===== config.mk =====
export PLATFORM = sky130hd
export DESIGN_NAME = encoder8_3_arb
export DESIGN_NICKNAME = d
export VERILOG_FILES = /design/src/rtl/encoder8_3_arb.sv
export SDC_FILE = /design/constraint.sdc
export NUM_CORES = 1
export LEC_CHECK = 0
export BUFFER_PORTS_ARGS = -buffer_cell sky130_fd_sc_hd__buf_2
export CAP_MARGIN = 20
export CORE_ASPECT_RATIO = 0.9
export CORE_MARGIN = 10
export CORE_UTILIZATION = 45
export DETAILED_ROUTE_END_ITERATION = 12
export GPL_ROUTABILITY_DRIVEN = 0
export GPL_TIMING_DRIVEN = 0
export HOLD_SLACK_MARGIN = 0.1
export MAX_ROUTING_LAYER = met4
export PLACE_DENSITY = 0.74
export SYNTH_ARGS = -nofsm -noshare
export SYNTH_HDL_FRONTEND = slang
export SYNTH_SLANG_ARGS = --single-unit
export TNS_END_PERCENT = 20

===== constraint.sdc =====
create_clock -name clk -period 2.3 [get_ports clk]
set_input_delay 0.115 -clock clk [delete_from_list [all_inputs] [get_ports clk]]
set_output_delay 0.115 -clock clk [all_outputs]
set_load 0.005 [all_outputs]

===== src/rtl/encoder8_3_arb.sv =====
// encoder8_3_arb: 8-to-3 priority encoder with a sticky pending-request
// register and a valid/ack handshake. Requests are collected in pend,
// the winning index is presented on Y with V, and the pending bit is
// retired when the consumer acknowledges it. Every output is a flop.
module encoder8_3_arb #(
    parameter bit HIGH_FIRST = 1'b1
) (
    input  logic       clk,
    input  logic       rst,
    input  logic       E,
    input  logic [7:0] D,
    input  logic       ack,
    output logic [2:0] Y,
    output logic       V,
    output logic [7:0] pend,
    output logic       ovf
);

    typedef enum logic {
        IDLE  = 1'b0,
        VALID = 1'b1
    } state_t;

    state_t     r_state;
    logic [2:0] r_y;
    logic       r_v;
    logic [7:0] r_pend;
    logic       r_ovf;

    logic [7:0] w_clr;
    logic [7:0] w_pendNext;
    logic       w_ovfNext;
    logic [2:0] w_prioIdx;

    // Index of the winning pending bit; the later loop hit wins, so the
    // scan direction decides whether the highest or lowest index is chosen.
    function automatic logic [2:0] prioIndex(input logic [7:0] p);
        logic [2:0] idx;
        idx = 3'd0;
        if (HIGH_FIRST) begin
            for (int i = 0; i < 8; i++) begin
                if (p[i]) idx = 3'(i);
            end
        end else begin
            for (int i = 7; i >= 0; i--) begin
                if (p[i]) idx = 3'(i);
            end
        end
        return idx;
    endfunction

    // Clear mask, next pending value and overflow detect; a same-cycle set
    // from D is OR-ed in after the clear so a re-posted request survives.
    always_comb begin
        w_clr = 8'h00;
        if (r_v && ack) begin
            w_clr = 8'h01 << r_y;
        end
        w_pendNext = (r_pend & ~w_clr) | D;
        w_ovfNext  = |(D & r_pend & ~w_clr);
        w_prioIdx  = prioIndex(r_pend);
    end

    // Pending register and the one-cycle overflow pulse.
    always_ff @(posedge clk or posedge rst) begin
        if (rst) begin
            r_pend <= 8'h00;
            r_ovf  <= 1'b0;
        end else begin
            r_pend <= w_pendNext;
            r_ovf  <= w_ovfNext;
        end
    end

    // Grant FSM: issue from the registered pend in IDLE, hold the code in
    // VALID until acknowledged; Y keeps its last value while idle.
    always_ff @(posedge clk or posedge rst) begin
        if (rst) begin
            r_state <= IDLE;
            r_y     <= 3'd0;
            r_v     <= 1'b0;
        end else begin
            case (r_state)
                IDLE: begin
                    if (E && (r_pend != 8'h00)) begin
                        r_y     <= w_prioIdx;
                        r_v     <= 1'b1;
                        r_state <= VALID;
                    end else begin
                        r_v <= 1'b0;
                    end
                end
                VALID: begin
                    if (ack) begin
                        r_v     <= 1'b0;
                        r_state <= IDLE;
                    end
                end
                default: begin
                    r_v     <= 1'b0;
                    r_state <= IDLE;
                end
            endcase
        end
    end

    assign Y    = r_y;
    assign V    = r_v;
    assign pend = r_pend;
    assign ovf  = r_ovf;

endmodule


==> out/results.ini, run 1 <==
[synthesis]
ys_types = 24
synthCells = 69
syn_nets = 81
syn_avg_cell_area_um2 = 9.919
yosysWarnings = 0
ys_seq_elements = 14
mappedNetlistArea_um2 = 684.4
ys_seq_area_frac = 0.5119

[power_and_ir_drop]
p_int_uw = 356.9
comb_power_share = 0.155
pwr-share-clk = 0.290
max-vdd-ir-drop_mv = 0.3202
power.total_uw = 478.9
power_leakage_uw = 0.0003912
netSwitchingPower_uw = 122.0
p_per_area_nw_per_um2 = 511.7
seqPwrFrac = 0.555
p_sw_frac = 0.2547

[floorplanning]
start_util = 0.4728
fp.dieArea_um2 = 3483
fp.coreArea_um2 = 1448
die_h_um = 57.00
die_x_um = 61.11
ios = 25
rows = 13

[critical_path]
rrSetupSlack_ns = 0.83
crit_path_end_kind = flop
r2r_cells = 5
r2r_end = ovf
critPathLaunchType = flop
r2r_start = Y[0]
arrival_ns = 1.61
crit_fanout = 7
crit_type = reg2reg
cp.required_ns = 2.43

[sta]
slew_viol_final = 0
worstMarginPinSlew_ns = 0.5332
finalSetupTns_ns = 0
setup_slack_ns = 0.8260
relSlewSlack = 0.6441
fin_skew_ns = 0.01143
hold_violations = 0
min_period_over_period = 0.6409
finalSetupViolCount = 0
fin_crit_ns = 1.474
fmax_mhz = 678.4
rsz0062_at_grt = false

[finish]
num-nets-final = 119
drive_gt1_frac = 0.3429
final_cell_area_um2 = 935.9
seqCellArea_um2 = 350.3
stdcell_count = 120
n_fill_cell = 130
multi_input_area_um2 = 307.8
final_cell_mix = buf_2, dfrtp_1, dlygate4sd3_1
layout_commonest_cell = buf_2
n_antenna_cell = 0
area_delta_synth_final_pct = 36.75

[detailed_routing]
drt-total-wl_um = 1790
avgRoutedWirePerCell_um = 14.92
drc = 0
vias = 646
drt_iter0_drc = 20
antenna_left = 0
dr.pass1.iters = 4
drt-vias-per-instance = 5.383

[clocking]
cts_sinks = 14
clockRootBuffer = clkbuf_4
clkTransAtPathRegs_ns = 0.09
cts-buffers-inserted = 3
clock_latency_ns = 0.28
cts_setup_buffers = 0
cts_tree = done
postCtsResizedCells = 0
cts_buffer_depth = 2
h-tree-depth = 1

[run]
drv_cap = 0

[grt]
grt_max_degree = 15
groute.usage.overall = 0.1155
overflow = 0
antenna_found_initial = 0
grt_pass1_vias = 682
grt_pass1_wl_um = 2973

[hold_path]
hp-class = in2reg
hold_end = r_state
min-delay-start = ack
min_delay_path_depth = 3

[placement]
dp_cells = 108
dp_hpwl_um = 1280
port_buffers = 24
placedInstanceArea_um2 = 823.3
dp_worst_setup_slack_ns = 0.8187

[outcome]
status = finished clean

## through the flow
step | util | hold WS (ns)
3_3_place_gp | 0.5687 | 0.1781
3_5_place_dp | 0.5687 | 0.1830
2_1_floorplan | - | 0.004219
4_1_cts | 0.6465 | 0.1330
5_1_grt | 0.6465 | 0.1579
6_report | 0.6465 | 0.1356
## worst max path at each step
stage          start   to  slack, ns  depth (start not counted)
6_report        Y[0]  ovf       0.83                          5
5_1_grt         Y[2]  ovf       0.68                          4
4_1_cts         Y[0]  ovf       0.79                          5
3_5_place_dp    Y[0]  ovf       0.82                          5
3_3_place_gp    Y[0]  ovf       0.85                          5
2_1_floorplan   Y[0]  ovf       0.98                          5
## layout make-up
cell class              instances  share of cell area
plain buffers                   1             0.01203
clock buffers                   3             0.02406
inverters                       4             0.01604
multi-input cells              50              0.3289
repair buffers                 33              0.2246
flip-flops and latches         14              0.3743
well taps                      15             0.02005
## flip-flops by register name (all words and copies together) (netlist names)
signal	flops
r_state	1
pend	8
V	1
Y	3
ovf	1
## power groups by stage
stage	logic, uW	clock network, uW	registers [uW]
detailed placement	62.8	0	271
floorplan	35.7	0	270
global placement	61.8	0	270
CTS	74.5	141	266
global route	83.8	157	268
finish	74.2	139	266
## critical path, cell delays in order (launching register included)
cell and delay [ns]:
dfrtp_1 0.40, and3b_1 0.24, buf_6 0.13, a21oi_2 0.05, a2111oi_2 0.39, nand4_1 0.13
## cell usage after synthesis
cell | count | area, um^2
o21ai_0 | 1 | 5.000
a21o_1 | 7 | 52.55
nand3_1 | 3 | 15.01
a21oi_1 | 4 | 20.02
a31oi_1 | 4 | 25.02
or2_2 | 2 | 12.51
and2b_1 | 1 | 7.510
nor2b_1 | 1 | 6.260
inv_1 | 4 | 15.01
a32oi_1 | 1 | 8.760
nand2_1 | 8 | 30.03
buf_6 | 1 | 11.26
nor4_2 | 1 | 12.51
nor2_1 | 6 | 22.52
and3_2 | 1 | 7.510
a31o_2 | 1 | 8.760
nand4_1 | 1 | 6.260
o21bai_1 | 1 | 7.510
a2111oi_2 | 1 | 15.01
and3b_1 | 1 | 8.760
nor4_1 | 1 | 6.260
nand2b_1 | 2 | 12.51
dfrtp_1 | 14 | 350.3
a21oi_2 | 2 | 17.52
## what timing repair did
action,in CTS,in global routing
hold buffers,9,0
endpoints found under the hold margin,23,0
setup endpoints to repair,0,0
## routing by layer
| layer | track usage | routed length, um |
|---|---|---|
| met5 | - | 0 |
| met4 | 0.07492 | 63 |
| met2 | 0.1746 | 809 |
| met1 | 0.1255 | 770 |
| met3 | 0.03761 | 146 |
## kinds of logic (layout without fill, tap and decap cells)
family | count (synthesis) | in the layout | synth area share
simple gates | 28 | 28 | 0.2157
compound gates | 22 | 22 | 0.2340
flops | 14 | 14 | 0.5119
buf+inv | 5 | 41 | 0.03838
(Power assumes the default switching activity.)
==> inputs of run 2 (changes only) <==
==> constraint.sdc (replaced) <==
create_clock -name clk -period 1.45 [get_ports clk]
set_input_delay 0.0725 -clock clk [delete_from_list [all_inputs] [get_ports clk]]
set_output_delay 0.0725 -clock clk [all_outputs]
set_load 0.005 [all_outputs]
==> run 2 against run 1 <==
The flow now finishes with violations (negative setup slack). Highest routed layer unchanged. Via count rose by 3.6%. Clock power rose by 59%. Core utilization rose by 3.0 points. Largest power group unchanged. Register-to-register slack got worse by 0.83 ns. Maximum frequency rose by 1.3%. Sequential share of layout area fell by 1.7 points. Global-route usage rose by 0.36 points. Critical path depth did not move. Largest cell class unchanged. Sequential cell count did not move. Sequential power rose by 59%.
==> out/results.ini, run 2 (same netlist as run 1, synthesis figures left out) <==
[sta]
fin_crit_ns = 1.455  ; was 1.474 ns
min_period_over_period = 1.004  ; was 0.6409
fmax_mhz = 687.1  ; was 678.4 MHz
finalSetupTns_ns = -0.005305  ; was 0 ns
relSlewSlack = 0.6399  ; was 0.6441
setup_slack_ns = -0.005305  ; was 0.8260 ns
finalSetupViolCount = 1  ; was 0
worstMarginPinSlew_ns = 0.5396  ; was 0.5332 ns
slew_viol_final = 0  ; unchanged
fin_skew_ns = 0.008750  ; was 0.01143 ns
hold_violations = 0  ; unchanged
rsz0062_at_grt = true  ; was false

[floorplanning]
die_x_um = 61.11  ; unchanged
fp.dieArea_um2 = 3483  ; unchanged
die_h_um = 57.00  ; unchanged
start_util = 0.4728  ; unchanged
ios = 25  ; unchanged
fp.coreArea_um2 = 1448  ; unchanged
rows = 13  ; unchanged

[clocking]
clockRootBuffer = clkbuf_4  ; unchanged
clock_latency_ns = 0.28  ; about the same
clkTransAtPathRegs_ns = 0.09  ; about the same
cts_sinks = 14  ; unchanged
h-tree-depth = 1  ; unchanged
cts-buffers-inserted = 3  ; unchanged
cts_buffer_depth = 2  ; unchanged
cts_tree = done  ; unchanged

[critical_path]
crit_path_end_kind = flop  ; unchanged
crit_type = reg2reg  ; unchanged
r2r_cells = 5  ; unchanged
arrival_ns = 1.60  ; was 1.61 ns
critPathLaunchType = flop  ; unchanged
r2r_end = ovf  ; unchanged
crit_fanout = 7  ; unchanged
cp.required_ns = 1.59  ; was 2.43 ns
r2r_start = Y[0]  ; unchanged
startpoint = Y[0]  ; unchanged
endpoint = ovf  ; unchanged
rrSetupSlack_ns = -0.005  ; was 0.83 ns

[power_and_ir_drop]
pwr-share-clk = 0.285  ; was 0.290
comb_power_share = 0.169  ; was 0.155
power_leakage_uw = 0.0004029  ; was 0.0003912 uW
p_int_uw = 572.0  ; was 356.9 uW
netSwitchingPower_uw = 201.0  ; was 122.0 uW
seqPwrFrac = 0.546  ; was 0.555
p_per_area_nw_per_um2 = 789.0  ; was 511.7 nW/um^2
max-vdd-ir-drop_mv = 0.5202  ; was 0.3202 mV
p_sw_frac = 0.2600  ; was 0.2547

[outcome]
violations = negative setup slack
status = finished with violations  ; was finished clean

[detailed_routing]
drc = 0  ; unchanged
vias = 669  ; was 646
antenna_left = 0  ; unchanged
drt_iter0_drc = 16  ; was 20
drt-total-wl_um = 1886  ; was 1790 um
drt-vias-per-instance = 5.484  ; was 5.383
avgRoutedWirePerCell_um = 15.46  ; was 14.92 um
dr.pass1.iters = 4  ; unchanged

[finish]
largest_reg_flops = 8  ; unchanged
drive_gt1_frac = 0.3645  ; was 0.3429
stdcell_count = 122  ; was 120
seqCellArea_um2 = 350.3  ; unchanged
layout_commonest_cell = buf_2  ; unchanged
n_antenna_cell = 0  ; unchanged
num-nets-final = 121  ; was 119
n_fill_cell = 119  ; was 130
multi_input_area_um2 = 334.1  ; was 307.8 um^2
area_delta_synth_final_pct = 43.14  ; was 36.75%
final_cell_mix = buf_2, dfrtp_1, dlygate4sd3_1  ; unchanged

[grt]
antenna_found_initial = 0  ; unchanged
grt_pass1_vias = 684  ; was 682
groute.usage.overall = 0.1191  ; was 0.1155
overflow = 0  ; unchanged
grt_pass1_wl_um = 3070  ; was 2973 um
grt_max_degree = 15  ; unchanged

[placement]
dp_hpwl_um = 1280  ; unchanged
dp_cells = 108  ; unchanged
port_buffers = 24  ; unchanged

[hold_path]
hp-class = in2reg  ; unchanged

[run]
drv_cap = 0  ; unchanged

run 2: cell types whose count changed in the layout (fill, tap and decap cells not counted):
| cell | delta |
|---|---|
| a2111oi_2 | -1 |
| a2111oi_4 | +1 |
| a21oi_1 | -1 |
| a21oi_4 | +1 |
| buf_4 | +1 |
| dlygate4sd3_1 | +1 |
| nor2_1 | -1 |
| nor2_2 | +1 |
run 2: final cells by class:
type                    count  share of cell area
plain buffers               1             0.01149
repair buffers             35              0.2324
flip-flops and latches     14              0.3576
multi-input cells          50              0.3410
clock buffers               3             0.02299
well taps                  15             0.01916
inverters                   4             0.01533
run 2: how the worst min path moves through the flow:
stage / endpoint / cells after the start / from
floorplan: V / 1 / rst
global placement: pend[6] / 2 / rst
detailed placement: pend[6] / 2 / rst
CTS: Y[1] / 5 / E
global route: Y[1] / 5 / E
finish: Y[1] / 5 / E
run 2: worst max-delay path, stage by stage (launching register included):
cell and delay, ns:
dfrtp_1 0.40, and3b_1 0.24, buf_6 0.14, a21oi_4 0.06, a2111oi_4 0.35, nand4_1 0.13
run 2: metal layers:
| layer | vias up | global-route usage | part of all wire |
|---|---|---|---|
| li1 | 328 | - | - |
| met1 | 308 | 0.1280 | 0.43 |
| met2 | 27 | 0.1893 | 0.48 |
| met3 | 6 | 0.03540 | 0.063 |
| met4 | 0 | 0.06515 | 0.030 |
| met5 | - | - | 0 |
run 2: metrics by stage:
stage	total power, uW	utilization	instance area (um^2)	setup WS [ns]	hold WS [ns]
floorplan	485.3	-	684.4	0.1294	-0.03828
global placement	526.5	0.5687	823.3	0.002853	0.1356
detailed placement	529.5	0.5687	823.3	-0.03129	0.1405
CTS	772.2	0.6621	958.4	-0.004293	0.1861
global route	819.0	0.6768	979.7	-0.09322	0.2299
finish	773.0	0.6768	979.7	-0.005305	0.1925
run 2: power by group through the flow:
stage	sequential [uW]	combinational (uW)	clock (uW)
6_report	422	131	221
5_1_grt	425	145	249
3_3_place_gp	428	98.0	0
4_1_cts	422	126	224
2_1_floorplan	429	56.6	0
3_5_place_dp	430	99.6	0
run 2: what timing repair did:
item	in CTS	in global routing
endpoints found under the hold margin	24	0
setup buffers	0	1
resized for setup	1	3
endpoints found under the setup margin	1	1
pin swaps	0	2
hold buffers	10	0
